**src/rtl/stream_packer_pkg.sv**
```systemverilog
// Shared types and helpers for the stream packer.
package stream_packer_pkg;

   localparam int MAX_RATIO = 16;

   typedef enum logic [1:0] {
      S_EMPTY,
      S_PARTIAL,
      S_FLUSH_PEND
   } state_e;

   function automatic logic [MAX_RATIO-1:0] KEEP_ALL(input int ratio);
      logic [MAX_RATIO-1:0] k;
      k = '0;
      for (int i = 0; i < MAX_RATIO; i++) begin
         k[i] = (i < ratio);
      end
      return k;
   endfunction

endpackage

```
**src/rtl/idle_timer.sv**
```systemverilog
// Saturating idle counter; expired fires on the edge the count reaches TIMEOUT.
module idle_timer #(
   parameter int TIMEOUT = 16
) (
   input  logic clk_i,
   input  logic rst_ni,
   input  logic clear_i,
   input  logic enable_i,
   output logic expired_o
);

   localparam logic [7:0] CNT_MAX  = 8'(TIMEOUT);
   localparam logic [7:0] CNT_LAST = 8'(TIMEOUT - 1);

   logic [7:0] cnt_q, cnt_d;

   always_comb begin
      cnt_d = cnt_q;
      if (clear_i) begin
         cnt_d = '0;
      end else if (enable_i && cnt_q != CNT_MAX) begin
         cnt_d = cnt_q + 8'd1;
      end
   end

   assign expired_o = enable_i && !clear_i && (cnt_q >= CNT_LAST);

   always_ff @(posedge clk_i or negedge rst_ni) begin
      if (!rst_ni) begin
         cnt_q <= '0;
      end else begin
         cnt_q <= cnt_d;
      end
   end

endmodule

```
**src/rtl/stream_packer.sv**
```systemverilog
// Packs IN_WIDTH lanes into RATIO-lane words with a keep mask; partial
// words leave on i_flush or after TIMEOUT idle cycles.
module stream_packer
   import stream_packer_pkg::*;
#(
   parameter int IN_WIDTH = 8,
   parameter int RATIO    = 4,
   parameter int TIMEOUT  = 16
) (
   input  logic                      i_clk,
   input  logic                      i_rst_n,
   input  logic                      i_in_valid,
   input  logic [IN_WIDTH-1:0]       i_in_data,
   output logic                      o_in_ready,
   input  logic                      i_flush,
   output logic                      o_out_valid,
   output logic [IN_WIDTH*RATIO-1:0] o_out_data,
   output logic [RATIO-1:0]          o_out_keep,
   input  logic                      i_out_ready
);

   localparam int OW = IN_WIDTH * RATIO;
   localparam int LW = $clog2(RATIO + 1);
   localparam logic [LW-1:0] LAST_LANE = LW'(RATIO - 1);
   localparam logic [MAX_RATIO-1:0] KEEP_FULL = KEEP_ALL(RATIO);

   state_e          state_q;
   logic [LW-1:0]   lane_q;
   logic [OW-1:0]   acc_q;
   logic            out_valid_q;
   logic [OW-1:0]   out_data_q;
   logic [RATIO-1:0] out_keep_q;

   logic            accept;
   logic            out_free;
   logic            complete;
   logic            flush_req;
   logic            expired;
   logic            tmr_en;
   logic            tmr_clear;
   logic            load;
   logic [LW-1:0]   lanes_n;
   logic [OW-1:0]   ins;
   logic [OW-1:0]   word_n;
   logic [RATIO-1:0] keep_part;
   logic [RATIO-1:0] ld_keep;

   assign out_free   = !out_valid_q || i_out_ready;
   assign o_in_ready = (state_q != S_FLUSH_PEND) &&
                       !(lane_q == LAST_LANE && out_valid_q && !i_out_ready);
   assign accept     = i_in_valid && o_in_ready;
   assign complete   = accept && (lane_q == LAST_LANE);
   assign lanes_n    = lane_q + LW'(accept);
   assign ins        = OW'(i_in_data) << (int'(lane_q) * IN_WIDTH);
   assign word_n     = accept ? (acc_q | ins) : acc_q;

   assign tmr_en    = (state_q == S_PARTIAL) && !accept;
   assign tmr_clear = accept || (state_q != S_PARTIAL);
   assign flush_req = i_flush || expired;

   idle_timer #(
      .TIMEOUT(TIMEOUT)
   ) u_idle (
      .clk_i    (i_clk),
      .rst_ni   (i_rst_n),
      .clear_i  (tmr_clear),
      .enable_i (tmr_en),
      .expired_o(expired)
   );

   always_comb begin
      keep_part = '0;
      for (int i = 0; i < RATIO; i++) begin
         keep_part[i] = (i < int'(lanes_n));
      end
   end

   assign ld_keep = complete ? KEEP_FULL[RATIO-1:0] : keep_part;

   // A pending flush and a same-edge lane both resolve through word_n.
   assign load = complete ||
                 (state_q == S_PARTIAL && flush_req && out_free) ||
                 (state_q == S_FLUSH_PEND && out_free);

   always_ff @(posedge i_clk or negedge i_rst_n) begin
      if (!i_rst_n) begin
         state_q     <= S_EMPTY;
         lane_q      <= '0;
         acc_q       <= '0;
         out_valid_q <= 1'b0;
         out_data_q  <= '0;
         out_keep_q  <= '0;
      end else if (load) begin
         out_valid_q <= 1'b1;
         out_data_q  <= word_n;
         out_keep_q  <= ld_keep;
         acc_q       <= '0;
         lane_q      <= '0;
         state_q     <= S_EMPTY;
      end else begin
         if (i_out_ready) begin
            out_valid_q <= 1'b0;
         end
         if (state_q == S_PARTIAL && flush_req) begin
            acc_q   <= word_n;
            lane_q  <= lanes_n;
            state_q <= S_FLUSH_PEND;
         end else if (accept) begin
            acc_q   <= word_n;
            lane_q  <= lanes_n;
            state_q <= S_PARTIAL;
         end
      end
   end

   assign o_out_valid = out_valid_q;
   assign o_out_data  = out_data_q;
   assign o_out_keep  = out_keep_q;

endmodule

```
**config.mk**
```make
export PLATFORM = sky130hd
export DESIGN_NAME = stream_packer
export DESIGN_NICKNAME = d
export VERILOG_FILES = /design/src/rtl/stream_packer_pkg.sv /design/src/rtl/idle_timer.sv /design/src/rtl/stream_packer.sv
export SDC_FILE = /design/constraint.sdc
export NUM_CORES = 1
export LEC_CHECK = 0
export ABC_AREA = 1
export CORE_MARGIN = 8
export CORE_UTILIZATION = 50
export DETAILED_ROUTE_END_ITERATION = 7
export PLACE_DENSITY = 0.74
export SLEW_MARGIN = 25
export SYNTH_ARGS = -nofsm -noshare
export SYNTH_HDL_FRONTEND = slang
export SYNTH_SLANG_ARGS = --single-unit
```
**constraint.sdc**
```tcl
create_clock -name i_clk -period 2.2 [get_ports i_clk]
set_input_delay 0.22 -clock i_clk [delete_from_list [all_inputs] [get_ports i_clk]]
set_output_delay 0.22 -clock i_clk [all_outputs]
set_load 0.05 [all_outputs]
```
After elaboration in Yosys (flattened, before gate mapping)
Cells that the tools add are included.
{"block": "word_totals", "regBits": 82, "in_bits": 13, "word_cells": 62, "out_inout_bits": 38}
{"block": "classes", "shifts": 1, "bitwise": 1, "n_eq_ne": 6, "order_cmp": 5, "muxes": 15, "n_addsub": 2, "n_reduce_logical": 25}
{"cell": "2-to-1 mux 32 bit", "n": 4}
{"cell": "bitwise OR 32 bit", "n": 1}
{"cell": "left shift 8 x 6 -> 32 bit", "n": 1}
{"cell": "2-to-1 mux 8 bit", "n": 2}
{"cell": "logical AND 1 bit", "n": 12}
{"cell": "2-to-1 mux 3 bit", "n": 3}
{"cell": "adder 8 x 1 -> 8 bit, second input constant", "n": 1}
{"cell": "greater-or-equal comparator 8 x 4 -> 1 bit, second input constant", "n": 1}
{"cell": "!= test 8 x 5 -> 1 bit, second input constant", "n": 1}
{"cell": "less-than comparator 1 x 3 -> 1 bit, first input constant", "n": 2}
{"cell": "less-than comparator 2 x 3 -> 1 bit, first input constant", "n": 2}
{"cell": "2-to-1 mux 2 bit", "n": 3}
{"cell": "logical NOT 1 bit", "n": 5}
{"cell": "logical OR 1 bit", "n": 5}
{"cell": "2-to-1 mux 4 bit", "n": 1}
{"cell": "nonzero test 2 bit", "n": 2}
{"cell": "adder 3 x 1 -> 3 bit", "n": 1}
{"cell": "equality test 3 x 2 -> 1 bit, second input constant", "n": 1}
{"cell": "nonzero test 3 bit", "n": 1}
{"cell": "equality test 2 x 1 -> 1 bit, second input constant", "n": 1}
{"cell": "equality test 2 bit, second input constant", "n": 1}
{"cell": "2-to-1 mux 1 bit", "n": 2}
{"cell": "!= test 2 x 1 -> 1 bit, second input constant", "n": 1}
{"cell": "!= test 2 bit, second input constant", "n": 1}

Depth between registers and ports, before layout
Gate-level depths: netlist of the first run.
{"block": "depth", "ltp_word": 16, "ltp_mapped": 14, "depth_no_buf": 12}

By module
Synthesis of the first run repeated with hierarchy kept, for this count alone.
{"block": "hier_totals", "cells_unflattened": 481, "area_unflattened_um2": 3901.2}
{"mod": "stream_packer", "n_inst": 1, "cells_per_inst": 407, "area_each_um2": 3358.2, "seq_area_each_um2": 1851.8}
{"mod": "idle_timer", "n_inst": 1, "cells_per_inst": 74, "area_each_um2": 543.0, "seq_area_each_um2": 200.2}

Worst setup path before layout of the first run
No wires, ideal clock.
{"block": "synth_timing", "path_kind": "flip-flop to flip-flop", "startpoint": "register out_valid_q (netlist: o_out_valid)", "endpoint": "register out_keep_q[0] (netlist: o_out_keep[0])", "synth_period_minus_slack_ns": 2.215, "required_time_ns": 2.073, "setup_slack_ns": -0.015, "setup_time_ns": 0.127, "arrival_ns": 2.088, "n_path_buf": 0, "path_stages_with_launch": 12, "path_cell_list": "dfrtp_1 > inv_1 > nor2_1 > nand2_2 > nand3_4 > inv_4 > ha_1 > ha_1 > xnor2_1 > nand2_1 > o31ai_1 > nand2_1"}
{"block": "synth_via", "elab_chain_len": 14, "elab_cells_between_ends": 23, "cone_classes": "add/sub (1); order compare (1); mux (1); reduce/logical (20)"}
{"item": "start, declared", "line_no": "stream_packer.sv:30", "rtl": "logic out_valid_q;"}
{"item": "start signal, assigned", "line_no": "stream_packer.sv:90", "rtl": "out_valid_q <= 1'b0;"}
{"item": "start signal, assigned", "line_no": "stream_packer.sv:94", "rtl": "out_valid_q <= 1'b1;"}
{"item": "start signal, assigned", "line_no": "stream_packer.sv:102", "rtl": "out_valid_q <= 1'b0;"}
{"item": "parallel branches: the longest is 14 deep, another holds adder 3 x 1 -> 3 bit"}
{"item": "end signal, assigned", "line_no": "stream_packer.sv:96", "rtl": "out_keep_q <= ld_keep;"}
{"item": "end, declared", "line_no": "stream_packer.sv:32", "rtl": "logic [RATIO-1:0] out_keep_q;"}
Several ways; the timed one is not identified.
A chain may end at the register's enable or synchronous reset.

Worst setup path after layout of the first run
{"block": "layout_timing", "startpoint": "register lane_q[1]", "endpoint": "register out_keep_q[0] (netlist: o_out_keep[0])"}
{"block": "layout_via", "elab_chain_len": 15, "elab_cells_between_ends": 21, "cone_classes": "add/sub (1); order compare (1); eq/ne (1); mux (1); reduce/logical (17)"}
{"item": "start, declared", "line_no": "stream_packer.sv:28", "rtl": "logic [LW-1:0] lane_q;"}
{"item": "start signal, assigned", "line_no": "stream_packer.sv:106", "rtl": "lane_q <= lanes_n;"}
{"item": "start signal, assigned", "line_no": "stream_packer.sv:110", "rtl": "lane_q <= lanes_n;"}
{"item": "parallel branches: the longest is 15 deep, another holds adder 3 x 1 -> 3 bit"}
Several ways; the timed one is not identified.

==> impl_metrics.py, run 1 <==
metrics = {
    "setup_path": {
        "critPathMaxStageDelay_ns": 0.43,
        "critPathKind": "reg -> reg",
        "arrival_ns": 2.23,
        "cpMostUsedCell": "nand2_1",
        "worst_setup_path_end_kind": "register",
        "crit_fanout": 6,
        "worst-r2r-setup-slack_ns": 0.19,
        "cp_data_required_time_ns": 2.43,
        "cp_cell_sequence": "nand2_1 > nor2_2 > nand2_2 > nand3_4 > inv_4 > ha_1 > ha_1 > xnor2_1 > nand2_1 > o31ai_1 > nand2_1",
        "reg2reg_depth": 11,
        "cp-start-kind": "register",
        "cp_slowest_cell": "dfrtp_1",
    },
    "floorplan": {
        "placementRows": 30,
        "die_area_sq_mm": 0.00983,
        "start_util": 0.512,
        "pin_count": 51,
        "core_area_sq_mm": 0.00676,
        "die_h_um": 99.2,
        "fp.dieW_um": 99.2,
    },
    "clock_network": {
        "htree_levels": 3,
        "root_buffer": "clkbuf_8",
        "cts-buffers-inserted": 9,
        "clock_path_buffers": 2,
        "cts_resized": 0,
        "ctsHoldBuffers": 1,
        "post_cts_buffers": 0,
        "cts_tree": "yes",
        "clock_sinks": 82,
        "worstSkewPairLatency_ns": 0.35,
        "path_clk_slew_ns": 0.08,
    },
    "job": {
        "cap_violations": 0,
    },
    "timing": {
        "max_clock_freq_mhz": 498,
        "slew_headroom": 0.570,
        "min_period_ns": 2.01,
        "fin_skew_ns": 0.0156,
        "final.setup.tns_ns": 0,
        "rsz0062_at_grt": "false",
        "finalSetupViolCount": 0,
        "final_max_slew_viol_count": 0,
        "finalWorstSetupSlack_ns": 0.192,
        "tightest_slew_ns": 0.646,
        "finalHoldViolations": 0,
        "period_share": 0.913,
    },
    "detailed_routing": {
        "drcViolationCount": 0,
        "wl_per_cell_um": 13.7,
        "drt_iter0_markers": 85,
        "ant_nets": 0,
        "first_pass_iters": 4,
        "viasPerCell": 4.95,
        "vias": 2553,
        "routed_wirelength_um": 7070,
    },
    "placement": {
        "io_buffer_count": 50,
        "dp_hpwl_um": 5060,
        "place.gp.congestion": 0.796,
        "pre_cts_ws_ns": 0.0193,
    },
    "grt": {
        "grtUsageTotal": 0.155,
        "antenna_found_initial": 0,
        "grt_pass1_vias": 2551,
        "grt_pass1_wl_um": 12200,
        "grt_max_degree": 53,
        "overflow": 0,
    },
    "layout": {
        "antennaDiodeCount": 0,
        "final_common_cell": "dfrtp_1",
        "area_growth_pct": 23.6,
        "final_util": 0.632,
        "layout_common_cells": "dfrtp_1, nand2_1, nor2_1",
        "fin_nets": 448,
        "layout-drive-gt1-share": 0.101,
    },
    "logic_synthesis": {
        "avgSynthCellArea_sq_um": 9.27,
        "synthesis.nets": 390,
        "synth_xor_area_frac": 0.00760,
        "synthAdderAreaFrac": 0.0145,
        "synth.area.mux_share": 0,
        "yosysWarnings": 0,
        "synth.distinct_cells": 28,
        "synthCells": 373,
        "netlist_area_sq_mm": 0.00346,
        "synth-simple-area-share": 0.180,
        "yosys_register_bits": 82,
        "yosysSeqAreaShare": 0.594,
        "synth_top_family_by_area": "simple AND/OR/NAND/NOR gates",
        "synth_compound_area_frac": 0.124,
    },
    "power": {
        "leakage_nw": 2.09,
        "ir_drop_mv": 0.820,
        "power_density_mw_per_mm2": 1590,
    },
    "worst_hold_path": {
        "hp-class": "in -> async",
    },
    "outcome": {
        "outcome": "complete, no violations",
    },
}
through the flow:
step / std cells / power, mW / hold slack [ns] / cell area, sq um
2_1_floorplan: 373 / 4.71 / -0.0756 / 3460
5_1_grt: 516 / 7.26 / 0.498 / 4270
6_report: 516 / 6.80 / 0.429 / 4270
3_3_place_gp: 499 / 5.76 / 0.295 / 4080
4_1_cts: 516 / 6.87 / 0.467 / 4270
3_5_place_dp: 499 / 5.84 / 0.303 / 4080
worst paths after layout:
kind / to / startpoint
worst max-delay path: o_out_keep[0] / lane_q[1]
worst min-delay path: u_idle.cnt_q[2] / i_rst_n
worst max register to register: o_out_keep[0] / lane_q[1]
worst min register to register: o_out_keep[2] / o_out_keep[2]
max in group asynchronous: o_out_data[25] / i_rst_n
min in group i_clk: o_out_keep[2] / o_out_keep[2]
critical path: cells and delay by family (launching register included):
family,cells,cell delay (ns)
AO/OA/AOI/OAI,1,0.23
adder cells (fa/ha/maj),2,0.37
AND/OR/NAND/NOR,6,0.60
buffers and inverters,1,0.06
XOR/XNOR,1,0.22
flip-flops,1,0.43
kinds of logic after synthesis:
group / Yosys count
compound gates: 73
fa+ha+maj: 4
flops: 82
buf+inv: 64
xor+xnor: 3
simple gates: 147
layer usage:
| layer | routed length (um) | up-vias | part of all wire | track usage |
|---|---|---|---|---|
| met5 | 0 | - | 0 | 0 |
| met4 | 133 | 0 | 0.019 | 0.0733 |
| met3 | 433 | 12 | 0.061 | 0.0433 |
| met2 | 3040 | 57 | 0.43 | 0.227 |
| met1 | 3460 | 1200 | 0.49 | 0.207 |
| li1 | - | 1284 | - | - |
synth_stat cells (all sizes together):
| cell | instances | area [sq um] |
|---|---|---|
| nand4 | 1 | 6.26 |
| o21ai | 35 | 190 |
| nand3 | 9 | 75.1 |
| a21oi | 19 | 95.1 |
| nor2 | 56 | 215 |
| nor3 | 4 | 20.0 |
| buf | 12 | 78.8 |
| inv | 51 | 194 |
| o31ai | 1 | 7.51 |
| o2111ai | 1 | 8.76 |
| and3 | 2 | 12.5 |
| xnor2 | 2 | 17.5 |
| xor2 | 1 | 8.76 |
| dfrtp | 82 | 2050 |
| ha | 4 | 50.1 |
| o21bai | 16 | 120 |
| nand2 | 75 | 294 |
| clkbuf | 1 | 3.75 |
| o211ai | 1 | 7.51 |
registers in the layout (all words and copies together) (netlist names):
register	flops
acc_q	32
lane_q	3
o_out_data	32
o_out_keep	4
o_out_valid	1
state_q	2
u_idle.cnt_q	8
power by group:
part / switching [mW] / total (mW) / internal, mW
combinational: 2.32 / 3.46 / 1.14
sequential: 0.251 / 2.32 / 2.07
clock: 0.549 / 1.03 / 0.476
total: 3.12 / 6.80 / 3.69
cell type report:
cell class / instances / area (sq um)
clock buffers: 11 / 151
clock inverters: 5 / 35.0
fillers: 585 / 2480
inverters: 51 / 194
multi-input cells: 227 / 1130
flip-flops and latches: 82 / 2050
well taps: 80 / 100
repair buffers: 60 / 611
(Power assumes the default switching activity.)
==> run 2: changes to the inputs <==
Settings changed: DONT_BUFFER_PORTS set to 1, PLACE_DENSITY 0.74 to unset.
==> run 2 against run 1 <==
- clock power grew 5%
- critical path depth is the same
- core utilization shrank 7.5 points
- critical path type unchanged
==> impl_metrics.py, run 2 (synthesis gave the netlist of run 1 again) <==
metrics = {
    "timing": {
        "min_period_ns": 2.03,
        "rsz0062_at_grt": "false",
        "period_share": 0.922,
        "slew_headroom": 0.656,
        "tightest_slew_ns": 0.516,
        "finalHoldViolations": 0,
        "final.setup.tns_ns": 0,
        "finalSetupViolCount": 0,
        "final_max_slew_viol_count": 0,
        "max_clock_freq_mhz": 493,
        "fin_skew_ns": 0.00994,
    },
    "setup_path": {
        "cp_data_required_time_ns": 2.42,
        "crit_fanout": 6,
        "reg2reg_depth": 11,
        "worst_setup_path_end_kind": "register",
        "cp-start-kind": "register",
        "crit_family": "simple AND/OR/NAND/NOR gates",
        "critPathMaxStageDelay_ns": 0.36,
        "arrival_ns": 2.25,
        "critPathKind": "reg -> reg",
        "critPathBufInv": 2,
        "cp_slowest_cell": "dfrtp_2",
        "worst-path-stages": 11,
        "cp_cell_sequence": "inv_1 > nor2_1 > nand2_2 > nand3_4 > inv_4 > ha_1 > ha_1 > xnor2_2 > nand2_1 > o31ai_1 > nand2_1",
    },
    "detailed_routing": {
        "first_pass_iters": 4,
        "drcViolationCount": 0,
        "routed_wirelength_um": 6900,
        "drt_iter0_markers": 97,
        "wl_per_cell_um": 14.9,
        "ant_nets": 0,
        "vias": 2329,
        "viasPerCell": 5.03,
    },
    "clock_network": {
        "clock_path_buffers": 2,
        "path_clk_slew_ns": 0.08,
        "cts_tree": "yes",
        "root_buffer": "clkbuf_8",
        "clock_sinks": 82,
        "htree_levels": 3,
        "post_cts_buffers": 0,
        "worstSkewPairLatency_ns": 0.34,
        "cts-buffers-inserted": 9,
    },
    "grt": {
        "overflow": 0,
        "grt_max_degree": 83,
        "grt_pass1_wl_um": 11400,
        "grt_pass1_vias": 2223,
        "grtUsageTotal": 0.147,
        "antenna_found_initial": 0,
    },
    "power": {
        "p_int_mw": 3.20,
        "total_power_mw": 6.17,
        "combPwrFrac": 0.280,
        "leakage_nw": 1.90,
        "seqPwrFrac": 0.545,
        "p_clk_frac": 0.175,
        "power_density_mw_per_mm2": 1640,
        "switching_share": 0.482,
        "ir_drop_mv": 0.721,
        "p_switching_mw": 2.98,
    },
    "layout": {
        "antennaDiodeCount": 0,
        "final_common_cell": "dfrtp_1",
        "layout-drive-gt1-share": 0.0992,
        "fin_nets": 395,
        "nFillCells": 611,
        "area_growth_pct": 8.98,
        "layout_common_cells": "dfrtp_1, nand2_1, nor2_1",
    },
    "placement": {
        "dp_hpwl_um": 4650,
        "place.gp.congestion": 0.775,
        "io_buffer_count": 0,
    },
    "outcome": {
        "outcome": "complete, no violations",
    },
    "job": {
        "cap_violations": 0,
    },
    "floorplan": {
        "pin_count": 51,
        "core_area_sq_mm": 0.00676,
        "die_area_sq_mm": 0.00983,
        "start_util": 0.512,
        "die_h_um": 99.2,
        "placementRows": 30,
        "fp.dieW_um": 99.2,
    },
    "worst_hold_path": {
        "hp-class": "in -> reg",
        "min_path_cells": 2,
    },
}
run 2: repair_timing:
action	4_1_cts	5_1_grt
hold buffers	2	0
hold endpoints to repair	82	0
endpoints found under the setup margin	0	1
resized for setup	0	1
run 2: worst paths after layout:
kind                              start             end  slack [ns]
max                         o_out_valid   o_out_keep[0]        0.17
min                        i_in_data[7]  o_out_data[31]        0.02
max reg2reg                 o_out_valid   o_out_keep[0]        0.17
min reg2reg                   acc_q[10]       acc_q[10]        0.48
max in group asynchronous       i_rst_n  o_out_data[11]        1.45
min in group asynchronous       i_rst_n      state_q[0]        0.44
run 2: final cells by class:
type / instances / area, sq um / area share
flip-flops and latches: 82 / 2050 / 0.545
clock buffers: 12 / 145 / 0.0385
repair buffers: 7 / 87.6 / 0.0232
well taps: 80 / 100 / 0.0266
inverters: 51 / 194 / 0.0515
clock inverters: 4 / 51.3 / 0.0136
multi-input cells: 227 / 1140 / 0.302
run 2: power groups by stage:
stage	sequential, mW	combinational, mW	clock [mW]
after global placement	3.39	1.68	0
after global routing	3.44	2.02	1.16
after floorplan	3.34	1.38	0
final	3.36	1.73	1.08
after CTS	3.37	1.76	1.11
after detailed placement	3.40	1.71	0
run 2: through the flow:
stage	std cells	utilization	cell area, sq um	worst slack, ns	hold slack, ns
after global routing	463	0.558	3770	0.00882	0.0199
after CTS	463	0.556	3760	0.0977	0.00862
after detailed placement	445	0.522	3530	0.110	-0.0726
final	463	0.558	3770	0.172	0.0217
after global placement	445	0.522	3530	0.246	-0.0728
after floorplan	373	-	3460	0.111	-0.0756
run 2: layer usage:
metal / vias up / GRT usage / wire length [um]
met4: 0 / 0.0594 / 68
met5: - / 0 / 0
met2: 60 / 0.204 / 2800
met3: 7 / 0.0608 / 708
li1: 1184 / - / -
met1: 1078 / 0.198 / 3320
